## config.mk

```make
export PLATFORM = sky130hd
export DESIGN_NAME = spi_master_multi
export DESIGN_NICKNAME = d
export VERILOG_FILES = /design/src/rtl/spi_master_multi.sv
export SDC_FILE = /design/constraint.sdc
export NUM_CORES = 1
export LEC_CHECK = 0
export ABC_AREA = 1
export BUFFER_PORTS_ARGS = -buffer_cell sky130_fd_sc_hd__buf_4
export CORE_ASPECT_RATIO = 0.75
export CORE_UTILIZATION = 35
export DETAILED_ROUTE_END_ITERATION = 12
export GPL_ROUTABILITY_DRIVEN = 1
export PLACE_DENSITY_LB_ADDON = 0.2
export RECOVER_POWER = 100
export SLEW_MARGIN = 0
export SYNTH_ARGS = -nofsm -noshare
export SYNTH_HDL_FRONTEND = slang
export SYNTH_SLANG_ARGS = --single-unit
```

## constraint.sdc

```tcl
create_clock -name clk -period 3.3 [get_ports clk]
set_input_delay 0.33 -clock clk [delete_from_list [all_inputs] [get_ports clk]]
set_output_delay 0.33 -clock clk [all_outputs]
set_load 0.05 [all_outputs]
```

## src/rtl/spi_master_multi.sv

```systemverilog
`default_nettype none
// ============================================================================
// Module  : spi_master_multi
// Brief   : SPI master with per-transfer CPOL/CPHA, one-hot chip selects and
//           a valid/ready word interface.
// Revision: 1.0
// ============================================================================
module spi_master_multi #(
    parameter int DATA_WIDTH     = 8,
    parameter int NUM_CS         = 4,
    parameter int CLOCK_DIVISION = 100,
    parameter int GAP_CYCLES     = 4
) (
    input  logic                                          clk,
    input  logic                                          rst_n,
    input  logic                                          axiiv,
    input  logic [DATA_WIDTH-1:0]                         axiid,
    input  logic [((NUM_CS > 1) ? $clog2(NUM_CS) : 1)-1:0] axiics,
    input  logic [1:0]                                    axiimode,
    output logic                                          axiready,
    output logic                                          axiov,
    output logic [DATA_WIDTH-1:0]                         axiod,
    output logic [NUM_CS-1:0]                             spi_cs_n,
    output logic                                          spi_clk,
    output logic                                          spi_dout,
    input  logic                                          spi_din
);

    localparam int c_H      = CLOCK_DIVISION / 2;
    localparam int c_CS_W   = (NUM_CS > 1) ? $clog2(NUM_CS) : 1;
    localparam int c_DIV_W  = $clog2(CLOCK_DIVISION + 1);
    localparam int c_EDGE_W = $clog2(2 * DATA_WIDTH + 1);
    localparam int c_GAP_W  = (GAP_CYCLES > 0) ? $clog2(GAP_CYCLES + 1) : 1;

    localparam logic [c_DIV_W-1:0]  c_DIV_LAST  = c_DIV_W'(c_H - 1);
    localparam logic [c_EDGE_W-1:0] c_EDGE_LAST = c_EDGE_W'(2 * DATA_WIDTH);
    localparam logic [c_GAP_W-1:0]  c_GAP_LAST  = c_GAP_W'(GAP_CYCLES);

    localparam logic [2:0] c_IDLE  = 3'd0;
    localparam logic [2:0] c_LEAD  = 3'd1;
    localparam logic [2:0] c_SHIFT = 3'd2;
    localparam logic [2:0] c_TRAIL = 3'd3;
    localparam logic [2:0] c_GAP   = 3'd4;

    logic [2:0]            r_state;
    logic [2:0]            w_state_next;
    logic [c_DIV_W-1:0]    r_div;
    logic [c_EDGE_W-1:0]   r_edge;
    logic [c_GAP_W-1:0]    r_gap;
    logic [DATA_WIDTH-1:0] r_tx;
    logic [DATA_WIDTH-1:0] r_rx;
    logic [DATA_WIDTH-1:0] r_axiod;
    logic [NUM_CS-1:0]     r_cs_n;
    logic                  r_cpha;
    logic                  r_sclk;
    logic                  r_dout;
    logic                  r_axiov;
    logic                  r_din_s1;
    logic                  r_din_s2;
    logic                  r_sample_pend;

    logic                  w_accept;
    logic                  w_edge;
    logic                  w_trail_done;
    logic                  w_gap_done;
    logic                  w_drive;
    logic                  w_sample;
    logic [c_EDGE_W-1:0]   w_edge_num;
    logic [NUM_CS-1:0]     w_cs_dec;

    // Out-of-range indices match no bit, so the transfer runs with no CS low.
    genvar gi;
    generate
        for (gi = 0; gi < NUM_CS; gi++) begin : g_cs
            assign w_cs_dec[gi] = (axiics != c_CS_W'(gi));
        end
    endgenerate

    always_ff @(posedge clk or negedge rst_n) begin
        if (!rst_n) begin
            r_state <= c_IDLE;
        end else begin
            r_state <= w_state_next;
        end
    end

    always_comb begin
        w_state_next = r_state;
        case (r_state)
            c_IDLE:  if (w_accept)     w_state_next = c_LEAD;
            c_LEAD:  if (w_edge)       w_state_next = c_SHIFT;
            c_SHIFT: if (w_edge && (w_edge_num == c_EDGE_LAST)) w_state_next = c_TRAIL;
            c_TRAIL: if (w_trail_done) w_state_next = c_GAP;
            c_GAP:   if (w_gap_done)   w_state_next = c_IDLE;
            default:                   w_state_next = c_IDLE;
        endcase
    end

    always_comb begin
        axiready     = 1'b0;
        w_accept     = 1'b0;
        w_edge       = 1'b0;
        w_trail_done = 1'b0;
        w_gap_done   = 1'b0;
        case (r_state)
            c_IDLE: begin
                axiready = 1'b1;
                w_accept = axiiv;
            end
            c_LEAD, c_SHIFT: w_edge       = (r_div == c_DIV_LAST);
            c_TRAIL:         w_trail_done = (r_div == c_DIV_LAST);
            c_GAP:           w_gap_done   = (r_gap == c_GAP_LAST);
            default: ;
        endcase
    end

    // Edge numbers are 1-based: odd = leading, even = trailing.
    assign w_edge_num = r_edge + c_EDGE_W'(1);
    assign w_drive    = w_edge & (r_cpha ? w_edge_num[0]
                                         : (~w_edge_num[0] & (w_edge_num != c_EDGE_LAST)));
    assign w_sample   = w_edge & (r_cpha ? ~w_edge_num[0] : w_edge_num[0]);

    always_ff @(posedge clk or negedge rst_n) begin
        if (!rst_n) begin
            r_div         <= '0;
            r_edge        <= '0;
            r_gap         <= '0;
            r_tx          <= '0;
            r_rx          <= '0;
            r_axiod       <= '0;
            r_cs_n        <= '1;
            r_cpha        <= 1'b0;
            r_sclk        <= 1'b0;
            r_dout        <= 1'b0;
            r_axiov       <= 1'b0;
            r_din_s1      <= 1'b0;
            r_din_s2      <= 1'b0;
            r_sample_pend <= 1'b0;
        end else begin
            r_din_s1      <= spi_din;
            r_din_s2      <= r_din_s1;
            r_axiov       <= 1'b0;
            // Sample one cycle after the edge so MISO has crossed the synchroniser.
            r_sample_pend <= w_sample;
            if (r_sample_pend) begin
                r_rx <= {r_rx[DATA_WIDTH-2:0], r_din_s2};
            end
            if (r_state == c_GAP) begin
                r_gap <= r_gap + c_GAP_W'(1);
            end else begin
                r_gap <= '0;
            end
            if (w_accept) begin
                r_div  <= '0;
                r_edge <= '0;
                r_rx   <= '0;
                r_cpha <= axiimode[0];
                r_sclk <= axiimode[1];
                r_cs_n <= w_cs_dec;
                if (axiimode[0]) begin
                    r_tx   <= axiid;
                    r_dout <= 1'b0;
                end else begin
                    r_tx   <= {axiid[DATA_WIDTH-2:0], 1'b0};
                    r_dout <= axiid[DATA_WIDTH-1];
                end
            end else if (w_edge) begin
                r_div  <= '0;
                r_edge <= w_edge_num;
                r_sclk <= ~r_sclk;
                if (w_drive) begin
                    r_dout <= r_tx[DATA_WIDTH-1];
                    r_tx   <= {r_tx[DATA_WIDTH-2:0], 1'b0};
                end
            end else if (w_trail_done) begin
                r_div   <= '0;
                r_cs_n  <= '1;
                r_dout  <= 1'b0;
                r_axiov <= 1'b1;
                r_axiod <= r_rx;
            end else if ((r_state == c_LEAD) || (r_state == c_SHIFT) || (r_state == c_TRAIL)) begin
                r_div <= r_div + c_DIV_W'(1);
            end
        end
    end

    assign axiov    = r_axiov;
    assign axiod    = r_axiod;
    assign spi_cs_n = r_cs_n;
    assign spi_clk  = r_sclk;
    assign spi_dout = r_dout;

endmodule
`default_nettype wire

```

=== Word level (Yosys, flattened, before mapping) ===
Cells that the tools add are included.

* Logic and storage cells: 99
* Input port bits: 16
* Flip-flop bits (word level): 53
* Output and inout bits: 16

* Mux-type cells: 39
* Reduce and logical (&&, ||, !) cells: 17
* Equality and inequality tests: 18
* Add/subtract/negate cells: 3
* Bitwise operators: 7

{| class="wikitable"
|+ Operator list
! operator !! count
|-
| two-way mux 8 bit || 6
|-
| two-way mux 7 bit || 4
|-
| two-way mux 3 bit || 6
|-
| two-way mux 1 bit || 17
|-
| != test 2 bit (second input constant) || 8
|-
| one-hot mux 3 bit (5 select lines) || 1
|-
| two-way mux 4 bit || 3
|-
| two-way mux 5 bit || 2
|-
| nonzero test 2 bit || 5
|-
| adder 7 x 1 -> 7 bit (second input constant) || 1
|-
| equality test 7 x 6 -> 1 bit (second input constant) || 1
|-
| equality test 3 x 2 -> 1 bit (second input constant) || 2
|-
| equality test 3 bit (second input constant) || 2
|-
| AND reduction 2 bit || 3
|-
| adder 5 x 1 -> 5 bit (second input constant) || 1
|-
| equality test 5 bit (second input constant) || 1
|-
| != test 5 bit (second input constant) || 1
|-
| AND reduction 5 bit || 1
|-
| NOT 1 bit || 4
|-
| nonzero test 4 bit || 1
|-
| adder 3 x 1 -> 3 bit (second input constant) || 1
|-
| bitwise AND 1 bit || 3
|-
| equality test 3 x 1 -> 1 bit (second input constant) || 1
|-
| zero test 3 bit || 1
|-
| other kinds (7) || 8
|}

=== Logic depth before layout (Yosys ltp) ===
* Depth in word-level cells: 8
* Depth in mapped cells: 12
* Mapped depth without buffers: 12

=== Worst setup path before layout ===
No wires, ideal clock.

* Path kind: register to register
* From: register r_state[0]
* To: register r_rx[4]
* Setup slack: 1787 ps
* Required time: 3181 ps
* Path buffers: 1
* Data arrival time: 1394 ps
* Setup time: 119 ps
* Period minus slack after synthesis: 1513 ps
* Cell stages (with the launch flop): 8
* Cell sequence: dfrtp_1 -> nor2_1 -> nand2_1 -> inv_2 -> nand2_4 -> buf_1 -> a31oi_1 -> inv_1

* Word-level cells in the longest chain between the ends: 3
* Elaborated cells between the ends (all ways): 4
* Those cells by class: mux (2); reduce/logical (2)

{| class="wikitable"
|+ RTL lines
! item !! line !! source
|-
| start: declaration || 45 || <nowiki>logic [2:0] r_state;</nowiki>
|-
| start signal: assignment || 81 || <nowiki>r_state <= c_IDLE;</nowiki>
|-
| start signal: assignment || 83 || <nowiki>r_state <= w_state_next;</nowiki>
|-
| zero test 3 bit (*) || 105 || <nowiki>case (r_state)</nowiki>
|-
| two-way mux 1 bit (*) || 105 ||
|-
| two-way mux 8 bit or nonzero test 2 bit (tied branches) || - ||
|-
| end signal: assignment || 146 || <nowiki>r_rx <= {r_rx[DATA_WIDTH-2:0], r_din_s2};</nowiki>
|-
| end: declaration || 51 || <nowiki>logic [DATA_WIDTH-1:0] r_rx;</nowiki>
|}

Mark *: on every way between the ends. The rest lies on a longest branch, timed or not.
A chain may end at the register's enable or synchronous reset.

=== Final worst setup path ===
* From: register r_div[1]
* To: register r_tx[6]

* Word-level cells in the longest chain between the ends: 5
* Elaborated cells between the ends (all ways): 6
* Those cells by class: eq/ne (1); mux (1); bitwise (1); reduce/logical (3)

{| class="wikitable"
|+ RTL lines
! item !! line !! source
|-
| start: declaration || 47 || <nowiki>logic [c_DIV_W-1:0] r_div;</nowiki>
|-
| start signal: assignment || 182 || <nowiki>r_div <= r_div + c_DIV_W'(1);</nowiki>
|-
| equality test 7 x 6 -> 1 bit (*) || 110 || <nowiki>c_LEAD, c_SHIFT: w_edge = (r_div == c_DIV_LAST);</nowiki>
|-
| two-way mux 1 bit (*) || 105 ||
|-
| bitwise AND 1 bit || 119 || <nowiki>assign w_drive = w_edge & (r_cpha ? w_edge_num[0]</nowiki>
|-
| nonzero test 2 bit (no source line) || - ||
|-
| AND reduction 2 bit (no source line) (*) || - ||
|-
| end signal: assignment || 161 || <nowiki>r_tx <= axiid;</nowiki>
|-
| end signal: assignment || 164 || <nowiki>r_tx <= {axiid[DATA_WIDTH-2:0], 1'b0};</nowiki>
|-
| end signal: assignment || 173 || <nowiki>r_tx <= {r_tx[DATA_WIDTH-2:0], 1'b0};</nowiki>
|-
| end: declaration || 50 || <nowiki>logic [DATA_WIDTH-1:0] r_tx;</nowiki>
|}

Marked as above.

==> run metrics <==
type of the worst min-delay path primary input to flop; clock share of power 0.406; Die Area 7657 µm²; First-pass DRT Iterations 4; DP Cell Count 419; Initial Util 0.3691; clock skew 0.006414 ns; chip height 76.03 µm; CTS clock-pin slew for the worst setup and hold paths 0.09 ns; internal power consumption 0.0009991 W; CP Class flop to flop; Yosys reg bits 53; Synth Area in XOR/XNOR 0.02055; routability-driven placement congestion ratio 0.8025; crit-path most repeated cell nor2_1; Post-Synth Adder-Cell Area 0.02446; number of flops mapped to enable cells by yosys 0; initial antenna violation count 0; Ys Warns 0; die width 100.7 µm; I/O pin count 32; slowest cell on the critical path nor2_1; delay-heaviest family, CP simple AND/OR/NAND/NOR gates; syn nets 318; hpwl dp 3.514 mm; Worst EP required 3.53 ns; Max-Cap Viols 0; cts hold-fix bufs 0; crit path time final 2.425 ns; cts repair resizes 0; CTS tree yes; largest net degree at the start of global routing 54; ys async rst share 1.000; Filler cells 699; Final setup viols 0; highest-count cells in the layout ignoring fill and taps nand2_1 (67), dfrtp_1 (49), inv_1 (48); Net Sw Power 0.0002735 W; DR vias/cell 4.557; CP startpoint kind flop; n_diodes 0; fin worst setup slack 0.8746 ns; first-pass GRT wire length 8.245 mm; Final Hold Fails 0; cell area after synthesis 2557 µm²; utilization after layout 0.4207; H-Tree Depth 2; CTS sink cnt 53; Crit path arrival time 2.65 ns; outcome complete, no violations; DP Worst Slack 1.331 ns; final wirelength 4.888 mm; CP Capture Type flop; leakage power 1.497 nW; post-route ant nets 0; commonest non-fill, non-tap cell in the layout nand2_1; simple-gate area share of the yosys netlist 0.2363; grt ovf 0; combinational family with the most area after synthesis simple AND/OR/NAND/NOR gates; finished layout cell area 2915 µm²; drt wl/cell 11.45 µm; top cell type's share of synthesized area 0.4795; mux cell area share after synthesis 0; Area contributors post-synth dfrtp_1 (48%), nand2_1 (9.5%), inv_1 (7.0%), nor2_1 (4.5%), dfstp_2 (4.1%); CP max stage delay 0.47 ns; Fmax achieved 0.4123 GHz; Post-Layout Cell Count 427; area delta synth->final 13.99%; 1st-iter DRT viols 92; postcts setup bufs 0; Seq/Total Area, Yosys 0.5205; part of the power in registers 0.534; CP cell instances inv_1 -> ha_1 -> inv_1 -> nor2_1 -> nand3_1 -> nor2_1 -> clkinvlp_2 -> nor2_1 -> nand2_4 -> nand2_8 -> nand2_1 -> o21ai_0; Final Max Tran Viols 0; Pwr Density 436.5 nW/µm²; Synth Flop Type dfrtp_1; port buffer count 31; CTS Root Cell clkbuf_8; Final Cycle Share 0.7350; Gate power share 0.059; Least-Margin Pin Slew 1.324 ns; syn_area_per_cell 8.611 µm²; CP bufs+invs 3; row count 26; number of global-route vias before repair 1766; core area 6929 µm²; switch share 0.2149; TritonCTS buffer count 5; largest fanout on the critical path 9; Mapped Cells 297; DR vias 1946; # DRC 0; RSZ-0062 raised after global routing no; layout cells sized above 1 0.1094; setup TNS 0 ns; Slew Limit Headroom 0.1172; Final nets 349; Overall Global Routing Usage 0.1354; area post-placement 2874 µm²; Worst IR Drop VDD 232.7 µV; largest area contributor in the netlist dfrtp_1; Netlist cell types 34; compound-gate portion of the synthesized area 0.1071; Worst-Skew Late Latency 0.31 ns; CTS max path bufs 2
Yosys cell counts, types with 2 or more instances:
| library cell | n |
|---|---|
| nand4_1 | 4 |
| inv_1 | 48 |
| nand2_1 | 65 |
| dfstp_2 | 4 |
| a31oi_1 | 11 |
| nor2_4 | 2 |
| o221ai_1 | 2 |
| xor2_1 | 4 |
| nor2_1 | 31 |
| o21ai_0 | 17 |
| ha_1 | 5 |
| inv_2 | 2 |
| a21oi_1 | 3 |
| o211ai_1 | 6 |
| nor2_2 | 2 |
| nand2_2 | 2 |
| dfrtp_1 | 49 |
| clkbuf_1 | 3 |
| nand3_1 | 17 |
| o32a_1 | 2 |
| nand2_4 | 4 |
| xnor2_1 | 2 |
kinds of logic after synthesis:
group / count (synthesis)
compound gates: 44
fa+ha+maj: 5
xor+xnor: 6
buf+inv: 58
flops: 53
simple gates: 131
sequential cells by signal (all words and copies together) (netlist names):
| name | count |
|---|---|
| axiod | 8 |
| r_rx | 8 |
| r_tx | 8 |
| r_div | 7 |
| r_edge | 5 |
| spi_cs_n | 4 |
| r_gap | 3 |
| r_state | 3 |
| axiov | 1 |
| r_cpha | 1 |
| r_din_s1 | 1 |
| r_din_s2 | 1 |
| r_sample_pend | 1 |
| spi_clk | 1 |
| spi_dout | 1 |
path summary, 6_finish.rpt:
kind / depth (start not counted) / startpoint / endpoint / slack [ns]
setup / recovery: 12 / r_div[1]$_DFFE_PN0P_ / r_tx[6]$_DFFE_PN0P_ / 0.87
hold / removal: 1 / spi_din / r_din_s1$_DFF_PN0_ / 0.15
setup reg to reg: 12 / r_div[1]$_DFFE_PN0P_ / r_tx[6]$_DFFE_PN0P_ / 0.87
hold reg to reg: 0 / r_din_s1$_DFF_PN0_ / r_din_s2$_DFF_PN0_ / 0.36
max in group asynchronous: 1 / rst_n / r_din_s2$_DFF_PN0_ / 2.21
min in group asynchronous: 1 / rst_n / r_div[4]$_DFFE_PN0P_ / 0.31
power by group through the flow:
| stage | clock network, W | registers (W) | logic [W] |
|---|---|---|---|
| after floorplan | 0 | 0.000695 | 0.0000373 |
| after global placement | 0 | 0.000693 | 0.0000807 |
| after detailed placement | 0 | 0.000693 | 0.0000809 |
| after CTS | 0.000532 | 0.000680 | 0.0000810 |
| after global routing | 0.000551 | 0.000683 | 0.0000872 |
| final | 0.000517 | 0.000680 | 0.0000754 |
final cells by class:
class	instances	area, µm²	area share
repair buffers	31	170.2	0.05837
multi-input cells	186	964.7	0.3309
well taps	98	122.6	0.04206
inverters	51	192.7	0.06609
clock inverters	3	65.06	0.02232
flip-flops and latches	53	1331	0.4567
clock buffers	5	68.82	0.02361
stage by stage:
| step | total power [W] | hold slack (ns) |
|---|---|---|
| floorplan | 0.0007326 | 0.03441 |
| global placement | 0.0007734 | 0.3355 |
| detailed placement | 0.0007738 | 0.3385 |
| CTS | 0.001293 | 0.07608 |
| global route | 0.001322 | 0.1377 |
| finish | 0.001273 | 0.1505 |
per-layer routing:
layer	up-vias	routed length, µm	GRT usage
met5	-	0	0
met4	0	24	0.03913
met3	2	177	0.03394
met2	34	1978	0.1822
met1	903	2708	0.2111
li1	1007	-	-
Note: power is estimated with default switching activity, not from simulation.
